===== src/rtl/fetch_queue_unit.sv =====
// Instruction fetch stage: owns the fetch PC, issues in-order word requests to
// instruction memory and buffers returned words with their PCs for decode.
module fetch_queue_unit #(
  parameter int              XLEN         = 32,
  parameter logic [XLEN-1:0] RESET_VECTOR = '0,
  parameter int              QDEPTH       = 4
) (
  input  logic            clock,
  input  logic            reset,
  output logic            io_imem_req_valid,
  input  logic            io_imem_req_ready,
  output logic [XLEN-1:0] io_imem_req_addr,
  input  logic            io_imem_resp_valid,
  input  logic [31:0]     io_imem_resp_data,
  input  logic            io_jal_en,
  input  logic            io_jalr_en,
  input  logic [XLEN-1:0] io_br_pc,
  input  logic [XLEN-1:0] io_imm,
  input  logic [XLEN-1:0] io_rs1,
  input  logic            io_stall_en,
  output logic            io_out_valid,
  input  logic            io_out_ready,
  output logic [XLEN-1:0] io_out_pc,
  output logic [31:0]     io_out_inst,
  output logic            io_misaligned
);
  localparam int AW = $clog2(QDEPTH);
  localparam int CW = AW + 1;

  typedef enum logic {RUN, HALT} state_t;

  state_t          state;
  logic [XLEN-1:0] fetch_pc, resp_pc;
  logic [CW-1:0]   outstanding, drop_cnt, wr_ptr, rd_ptr;
  logic [XLEN-1:0] pc_q   [QDEPTH];
  logic [31:0]     inst_q [QDEPTH];
  logic            misaligned_r;

  logic            redirect, req_fire, enq, deq, credit_ok;
  logic [XLEN-1:0] jal_tgt, jalr_sum, target;
  logic [CW-1:0]   occupancy, outstanding_nxt;

  assign redirect  = io_jal_en | io_jalr_en;
  assign jal_tgt   = io_br_pc + io_imm;
  assign jalr_sum  = io_rs1 + io_imm;
  assign target    = io_jal_en ? jal_tgt : {jalr_sum[XLEN-1:1], 1'b0};
  assign occupancy = wr_ptr - rd_ptr;

  // Outstanding requests plus buffered entries never exceed the queue, so an
  // enqueue always finds a free slot.
  assign credit_ok = ({1'b0, outstanding} + {1'b0, occupancy}) < (CW+1)'(QDEPTH);

  // Gated by reset so no request is presented while the block is held in reset.
  assign io_imem_req_valid = reset & (state == RUN) & ~io_stall_en & credit_ok;
  assign io_imem_req_addr  = fetch_pc;
  assign req_fire          = io_imem_req_valid & io_imem_req_ready;

  assign enq = io_imem_resp_valid & (drop_cnt == '0) & ~redirect & (state == RUN);
  assign io_out_valid = (occupancy != '0) & ~redirect;
  assign deq          = io_out_valid & io_out_ready;
  assign io_out_pc    = pc_q[rd_ptr[AW-1:0]];
  assign io_out_inst  = inst_q[rd_ptr[AW-1:0]];
  assign io_misaligned = misaligned_r;

  assign outstanding_nxt = outstanding + CW'(req_fire) - CW'(io_imem_resp_valid);

  always_ff @(posedge clock or negedge reset) begin
    if (!reset) begin
      state        <= RUN;
      fetch_pc     <= RESET_VECTOR;
      resp_pc      <= RESET_VECTOR;
      outstanding  <= '0;
      drop_cnt     <= '0;
      wr_ptr       <= '0;
      rd_ptr       <= '0;
      misaligned_r <= 1'b0;
      for (int i = 0; i < QDEPTH; i++) begin
        pc_q[i]   <= '0;
        inst_q[i] <= '0;
      end
    end else begin
      outstanding <= outstanding_nxt;
      if (redirect) begin
        // Every request still in flight, including one accepted now, is stale.
        drop_cnt <= outstanding_nxt;
        fetch_pc <= target;
        resp_pc  <= target;
        wr_ptr   <= '0;
        rd_ptr   <= '0;
        if (target[1]) begin
          state        <= HALT;
          misaligned_r <= 1'b1;
        end
      end else begin
        if (io_imem_resp_valid && drop_cnt != '0) drop_cnt <= drop_cnt - CW'(1);
        if (req_fire) fetch_pc <= fetch_pc + XLEN'(4);
        if (enq) begin
          pc_q[wr_ptr[AW-1:0]]   <= resp_pc;
          inst_q[wr_ptr[AW-1:0]] <= io_imem_resp_data;
          wr_ptr                 <= wr_ptr + CW'(1);
          resp_pc                <= resp_pc + XLEN'(4);
        end
        if (deq) rd_ptr <= rd_ptr + CW'(1);
      end
    end
  end
endmodule


===== config.mk =====
export PLATFORM = sky130hd
export DESIGN_NAME = fetch_queue_unit
export DESIGN_NICKNAME = d
export VERILOG_FILES = /design/src/rtl/fetch_queue_unit.sv
export SDC_FILE = /design/constraint.sdc
export NUM_CORES = 1
export LEC_CHECK = 0
export BUFFER_PORTS_ARGS = -buffer_cell sky130_fd_sc_hd__buf_2
export CAP_MARGIN = 30
export CORE_UTILIZATION = 59
export DETAILED_ROUTE_END_ITERATION = 7
export PLACE_DENSITY = 0.88
export SKIP_LAST_GASP = 1
export SLEW_MARGIN = 20
export SYNTH_ARGS = -nofsm -noshare
export SYNTH_HDL_FRONTEND = slang
export SYNTH_SLANG_ARGS = --single-unit

===== constraint.sdc =====
create_clock -name clock -period 4.4 [get_ports clock]
set_input_delay 0.44 -clock clock [delete_from_list [all_inputs] [get_ports clock]]
set_output_delay 0.44 -clock clock [all_outputs]
set_load 0.005 [all_outputs]

==> metrics, run 1 <==
Die Width 181.6 um; clock skew 0.01877 ns; area of the die 32970 um^2; Area Overhead vs Synth 13.99%; hold path cells 2; sequential-to-total area share from yosys stat 0.4354; via density per instance 6.454; crit path DAT 4.52 ns; EDFF count, synth 0; R2R cell count 18; DRT iter0 DRCs 1110; RSZ-0062 raised after global routing no; synthesized instance count 1666; Placement Rows 65; final hold vios 0; slack of the critical path 0.3087 ns; simple-gate share of the synthesized area 0.09233; vias in the first global route 15140; max-cap viol count 0; Pleak 10.69 nW; FMAX 244.4 MHz; Rel. slew slack 0.3422; DPL Wire Length 34670 um; Mapped Nets 1881; RR Startpoint wr_ptr[0]; root buffer cell clkbuf_16; Initial Utilization 0.6014; Pwr Density 349.0 nW/um^2; clk_lat worst skew 0.51 ns; part of the power in registers 0.456; Final nets 2082; mux contribution to synthesized area 0.2266; share of layout cells above drive strength 1 0.3508; grt met3 use 0.06458; Top Usage Layer GRT met2; Net Sw Frac 0.2907; Slew Limit Fails 0; Post-CTS Setup Repair Bufs 0; GP Congestion 0.9796; First-pass DRT Iterations 5; crit share post-route 0.9298; worst hold path class in -> reg; Placed Cells 2228; Vias 14810; GRT overflow 0; synth warn 0; Worst Max-Slew Pin Slew 0.9866 ns; largest family of logic cells by synthesized area multiplexers; first-pass GRT wire length 79120 um; Avg Cell Area, Syn 11.42 um^2; Critical Path End Type flop; final wirelength 50380 um; Clock power frac 0.372; die height 181.6 um; Worst Path Required 4.83 ns; P_int 0.005368 W; status completed; WL/cell 21.96 um; Synth Area in Compound Gates 0.1332; Most used DFF post-synth dfrtp_1; GRT met2 Usage 0.4988; H-Tree Depth 2; worst vdd ir 0.2495 mV; pre-CTS setup slack 0.5990 ns; num ports 235; Synth Register Bits 331; CTS max path bufs 3; CTS clk-pin slew, worst paths 0.06 ns; Setup Crit Path Kind reg -> reg; core footprint 31640 um^2; TritonCTS clock tree built; initial antenna violation count 2; GR Util met1 0.3927; PortBufs 234; # DRC 0; Synth Area in Adders 0.05353; min Tclk post-route 4.091 ns; CP Launch Type flop; critical path fanouts, max 9; P_sw 0.002201 W; Finish-stage setup viols 0; Final ANT Viol Nets 0; Synth cell types 82; crit path launch wr_ptr[0]; TritonCTS Sinks 331; Post-synth ARST share 1.000; sum of negative setup slack 0 ns; pin count of the biggest net entering global routing 83; final std cells w/o fill 2294; HP Start io_imem_resp_data[28]; Inserted Clock Buffers 34; Combinational Power Share 0.172; final core utilization 0.6855; xor and xnor area share after synthesis 0.02900; # fillers 2243; All-Layer GR Usage 0.3018; Synth Cell Area 19030 um^2
-- cell usage after synthesis (3+ instances only) --
| library cell | number | area share |
|---|---|---|
| buf_1 | 9 | 0.0018 |
| buf_2 | 29 | 0.0076 |
| mux4_2 | 64 | 0.076 |
| a221oi_1 | 7 | 0.0032 |
| a22oi_1 | 9 | 0.0036 |
| nand2b_1 | 9 | 0.0030 |
| and3_1 | 24 | 0.0079 |
| inv_1 | 29 | 0.0057 |
| and4_1 | 10 | 0.0046 |
| a21boi_0 | 5 | 0.0020 |
| buf_6 | 3 | 0.0018 |
| buf_4 | 8 | 0.0032 |
| o21ai_0 | 70 | 0.018 |
| o21bai_1 | 8 | 0.0032 |
| o211ai_1 | 10 | 0.0039 |
| a31oi_1 | 25 | 0.0082 |
| a2bb2oi_1 | 7 | 0.0032 |
| nor3_1 | 23 | 0.0061 |
| a211oi_1 | 13 | 0.0051 |
| o22ai_1 | 5 | 0.0016 |
| o21ai_1 | 11 | 0.0029 |
| xor2_1 | 30 | 0.014 |
| o31ai_1 | 5 | 0.0020 |
| nor4_1 | 5 | 0.0016 |
| o22a_1 | 8 | 0.0037 |
| xnor2_1 | 33 | 0.015 |
| a211o_1 | 3 | 0.0014 |
| ha_1 | 75 | 0.049 |
| a211oi_2 | 5 | 0.0033 |
| a311oi_1 | 4 | 0.0018 |
| dfrtp_1 | 331 | 0.44 |
| fa_1 | 4 | 0.0042 |
| nand4_1 | 18 | 0.0059 |
| and2_1 | 9 | 0.0030 |
| a21oi_1 | 107 | 0.028 |
| clkbuf_1 | 47 | 0.0093 |
| o21a_1 | 24 | 0.0095 |
| mux2_2 | 253 | 0.15 |
| nand3_1 | 49 | 0.013 |
| a31o_2 | 4 | 0.0018 |
| a41o_1 | 5 | 0.0026 |
| nor2_1 | 80 | 0.016 |
| or3_1 | 4 | 0.0013 |
| a21o_1 | 23 | 0.0091 |
| nand2_1 | 114 | 0.022 |
-- area by class of cell --
class / instances / area (um^2) / area share
Clock inverter: 11 / 113.9 / 0.005250
Clock buffer: 48 / 964.7 / 0.04448
Multi-Input combinational cell: 1207 / 10200 / 0.4703
Antenna cell: 2 / 5.005 / 0.0002308
Inverter: 30 / 112.6 / 0.005192
Sequential cell: 331 / 8288 / 0.3822
Timing Repair Buffer: 263 / 1501 / 0.06923
Tap cell: 402 / 503.0 / 0.02319
-- worst paths after layout --
check / to / slack, ns
worst max register to register: drop_cnt[2] / 0.31
max in group asynchronous: io_imem_req_addr[23] / 2.25
min in group asynchronous: pc_q[33] / 0.34
worst min register to register: pc_q[2] / 0.50
worst min-delay path: inst_q[60] / 0.21
worst max-delay path: drop_cnt[2] / 0.31
-- metal layers --
metal | up-vias | routed length, um
met1 | 7361 | 20660
li1 | 6660 | -
met2 | 669 | 24080
met3 | 116 | 4000
met4 | 0 | 1636
met5 | - | 0
-- stage by stage --
stage | total power [W] | hold slack (ns) | instance area, um^2
floorplan | 0.004239 | 0.1444 | 19030
global placement | 0.004681 | 0.2549 | 20460
detailed placement | 0.004749 | 0.2586 | 20480
CTS | 0.007557 | 0.1963 | 21570
global route | 0.007868 | 0.2036 | 21680
finish | 0.007569 | 0.2070 | 21690
-- registers in the layout (all words and copies together), names as in the netlist --
signal / count
io_imem_req_addr: 31
inst_q: 128
pc_q: 128
outstanding: 3
rd_ptr: 3
io_misaligned: 1
resp_pc: 31
wr_ptr: 3
drop_cnt: 3
-- worst max-delay path: stages, from the launching register on --
cell and delay (ns):
dfrtp_1 0.43, inv_1 0.14, ha_1 0.17, inv_1 0.05
fa_1 0.38, xnor2_1 0.28, ha_1 0.29, nor4_1 0.16
and4_1 0.24, and2_1 0.16, clkinv_1 0.06, buf_4 0.17
ha_1 0.32, inv_1 0.08, ha_1 0.22, fa_1 0.39
xnor2_1 0.26, nor2_1 0.08, a21oi_1 0.13
-- power by group through the flow --
stage	Combinational [W]	Clock, W	Sequential [W]
5_1_grt	0.00143	0.00297	0.00347
4_1_cts	0.00128	0.00284	0.00344
3_5_place_dp	0.00126	0	0.00349
3_3_place_gp	0.00121	0	0.00347
2_1_floorplan	0.000863	0	0.00338
6_report	0.00131	0.00281	0.00345
-- timing repair --
item | in CTS | in global routing
hold buffers | 1 | 0
setup endpoints to repair | 0 | 0
endpoints found under the hold margin | 12 | 0
gates resized for setup | 0 | 0
-- cells in the final DEF, fill, tap and decap left out, types with 6 or more instances in the layout --
cell type,Yosys,layout
a22oi_1,9,9
nand2b_1,9,9
clkinv_2,0,6
a31oi_1,25,25
and4_1,10,10
mux4_2,64,64
dfrtp_1,331,329
buf_4,8,21
and2_1,9,9
o21bai_1,8,8
a2bb2oi_1,7,7
xor2_1,30,30
nor2_1,80,79
o21ai_1,11,11
o22a_1,8,8
clkbuf_1,47,9
nand4_1,18,18
mux2_2,253,253
o211ai_1,10,10
a21o_1,23,23
nand3_1,49,49
buf_2,29,233
ha_1,75,75
o21ai_0,70,70
and3_1,24,24
a21oi_1,107,107
nand2_1,114,110
o21a_1,24,24
a211oi_1,13,13
inv_1,29,29
clkbuf_16,0,35
a221oi_1,7,7
xnor2_1,33,33
nor3_1,23,23
-- cell families after synthesis --
family	count (synthesis)
compound gates	385
simple gates	361
flops	331
mux	319
buf+inv	128
fa+ha+maj	79
xor+xnor	63
Note: power is estimated with default switching activity, not from simulation.
==> run 2: changes to the inputs <==
- CORE_ASPECT_RATIO: default -> 0.7
==> metrics, run 2 (synthesis results as in run 1) <==
hold path cells 2 (unchanged); min Tclk post-route 4.076 ns (-0.01563 ns); final hold vios 0 (unchanged); num ports 235 (unchanged); First-pass DRT Iterations 6 (+1); post_cts resized 0 (unchanged); Clock power frac 0.349 (-0.023); RSZ-0062 raised after global routing no; All-Layer GR Usage 0.3086 (+0.006753); Final nets 2075 (-0.34%); Inserted Clock Buffers 29 (-15%); Setup Crit Path Kind reg -> reg; crit share post-route 0.9263 (-0.003553); CP Launch Type flop; area of the die 32980 um^2 (about the same); highest-count cells in the layout ignoring fill and taps dfrtp_1, mux2_2, buf_2; worst hold path class in -> reg; Worst Max-Slew Pin Slew 0.9684 ns (-0.01819 ns); via density per instance 6.493 (+0.60%); status completed; reg2reg end drop_cnt[2]; Worst Path Required 4.89 ns (+0.06 ns); Initial Utilization 0.6056 (+0.004191); GRT overflow 0 (unchanged); Critical Path End Type flop; Final ANT Viol Nets 0 (unchanged); Rel. slew slack 0.3520 (+0.009743); initial antenna violation count 1 (-1); final wirelength 51370 um (+2.0%); Net Sw Frac 0.2945 (+0.003798); root buffer cell clkbuf_16; clk_lat worst skew 0.56 ns (+0.05 ns); clock skew 0.01922 ns (+0.0004546 ns); CTS max path bufs 3 (unchanged); # hold bufs at CTS 1 (unchanged); CTS clk-pin slew, worst paths 0.07 ns (about the same); Placement Rows 54 (-17%); final std cells w/o fill 2302 (+0.35%); pin count of the biggest net entering global routing 82 (-1.2%); # DRC 0 (unchanged); part of the power in registers 0.474 (+0.018); crit path DAT 4.56 ns (+0.04 ns); TritonCTS Sinks 331 (unchanged); die height 152.2 um (-16%); R2R cell count 18 (unchanged); PortBufs 234 (unchanged); sum of negative setup slack 0 ns (unchanged); FMAX 245.4 MHz (+0.38%); TritonCTS clock tree built; R2R setup slack 0.32 ns (+0.02 ns); Post-CTS Setup Repair Bufs 0 (unchanged); Pwr Density 337.3 nW/um^2 (-3.4%); RR Startpoint wr_ptr[0]; H-Tree Depth 1 (-1); Placed Cells 2244 (+0.72%); Slew Limit Fails 0 (unchanged); critical path fanouts, max 9 (unchanged); Combinational Power Share 0.177 (+0.005); biggest regs inst_q: 128 flops, pc_q: 128 flops; P_int 0.005134 W (-4.4%); GP Congestion 0.9461 (-3.4%); WL/cell 22.31 um (+1.6%); DPL Wire Length 36870 um (+6.3%); Area Overhead vs Synth 13.40%; Finish-stage setup viols 0 (unchanged); vias in the first global route 14840 (-2.0%); worst vdd ir 0.2575 mV (+3.2%); HP Start io_imem_resp_data[8]; DRT iter0 DRCs 1653 (+49%); Pleak 10.63 nW (-0.51%); first-pass GRT wire length 80870 um (+2.2%); core footprint 31420 um^2 (-0.69%); Die Width 216.6 um (+19%); P_sw 0.002143 W (-2.6%); Hold Path End inst_q[104]; commonest non-fill, non-tap cell in the layout dfrtp_1; Vias 14950 (+0.95%); max-cap viol count 0 (unchanged); share of layout cells above drive strength 1 0.3489 (-0.001857)
==> run 2: worst max-delay path by stage <==
| stage | depth (start not counted) | end | startpoint | slack [ns] |
|---|---|---|---|---|
| floorplan | 18 | drop_cnt[2] | rd_ptr[1] | 0.33 |
| global placement | 18 | drop_cnt[2] | wr_ptr[0] | 0.80 |
| detailed placement | 18 | drop_cnt[2] | wr_ptr[0] | 0.49 |
| CTS | 18 | drop_cnt[2] | wr_ptr[0] | 0.32 |
| global route | 18 | drop_cnt[2] | wr_ptr[0] | 0.07 |
| finish | 18 | drop_cnt[2] | wr_ptr[0] | 0.32 |
==> run 2: layout make-up <==
type                       instances  area [um^2]
multi-input combinational       1207        10200
tap                              420        525.5
timing repair buffer             261         1500
inverter                          30        112.6
clock inverter                     7        68.82
fill                            2309         9842
sequential                       331         8288
antenna                            2        5.005
clock buffer                      44        872.1
==> run 2: power by group through the flow <==
stage          clock network [W]  logic, W  registers [W]
2_1_floorplan                  0  0.000863        0.00338
3_3_place_gp                   0   0.00120        0.00347
3_5_place_dp                   0   0.00125        0.00349
4_1_cts                  0.00258   0.00126        0.00344
5_1_grt                  0.00271   0.00140        0.00347
6_report                 0.00254   0.00129        0.00345
==> run 2: critical path, stage by stage, from the launching register on <==
cell and delay (ns):
dfrtp_1 0.42, inv_1 0.14, ha_1 0.16, inv_1 0.05
fa_1 0.38, xnor2_1 0.27, ha_1 0.30, nor4_1 0.26
and4_1 0.27, and2_1 0.15, clkinv_1 0.06, buf_4 0.17
ha_1 0.29, inv_1 0.05, ha_1 0.18, fa_1 0.38
xnor2_1 0.26, nor2_1 0.08, a21oi_1 0.13
==> run 2: metrics by stage <==
stage,cell area [um^2],worst slack (ns),power (W),util,hold slack [ns]
floorplan,19030,0.3287,0.004239,-,0.1444
global placement,20450,0.8043,0.004673,0.6510,0.3609
detailed placement,20520,0.4876,0.004737,0.6532,0.3747
CTS,21470,0.3182,0.007280,0.6834,0.1290
global route,21570,0.07160,0.007575,0.6866,0.1412
finish,21580,0.3243,0.007277,0.6867,0.1554
==> run 2: layer usage <==
layer	routed length [um]	track usage
met1	22330	0.4544
met2	23630	0.4751
met3	4551	0.06647
met4	861	0.05835
met5	0	0
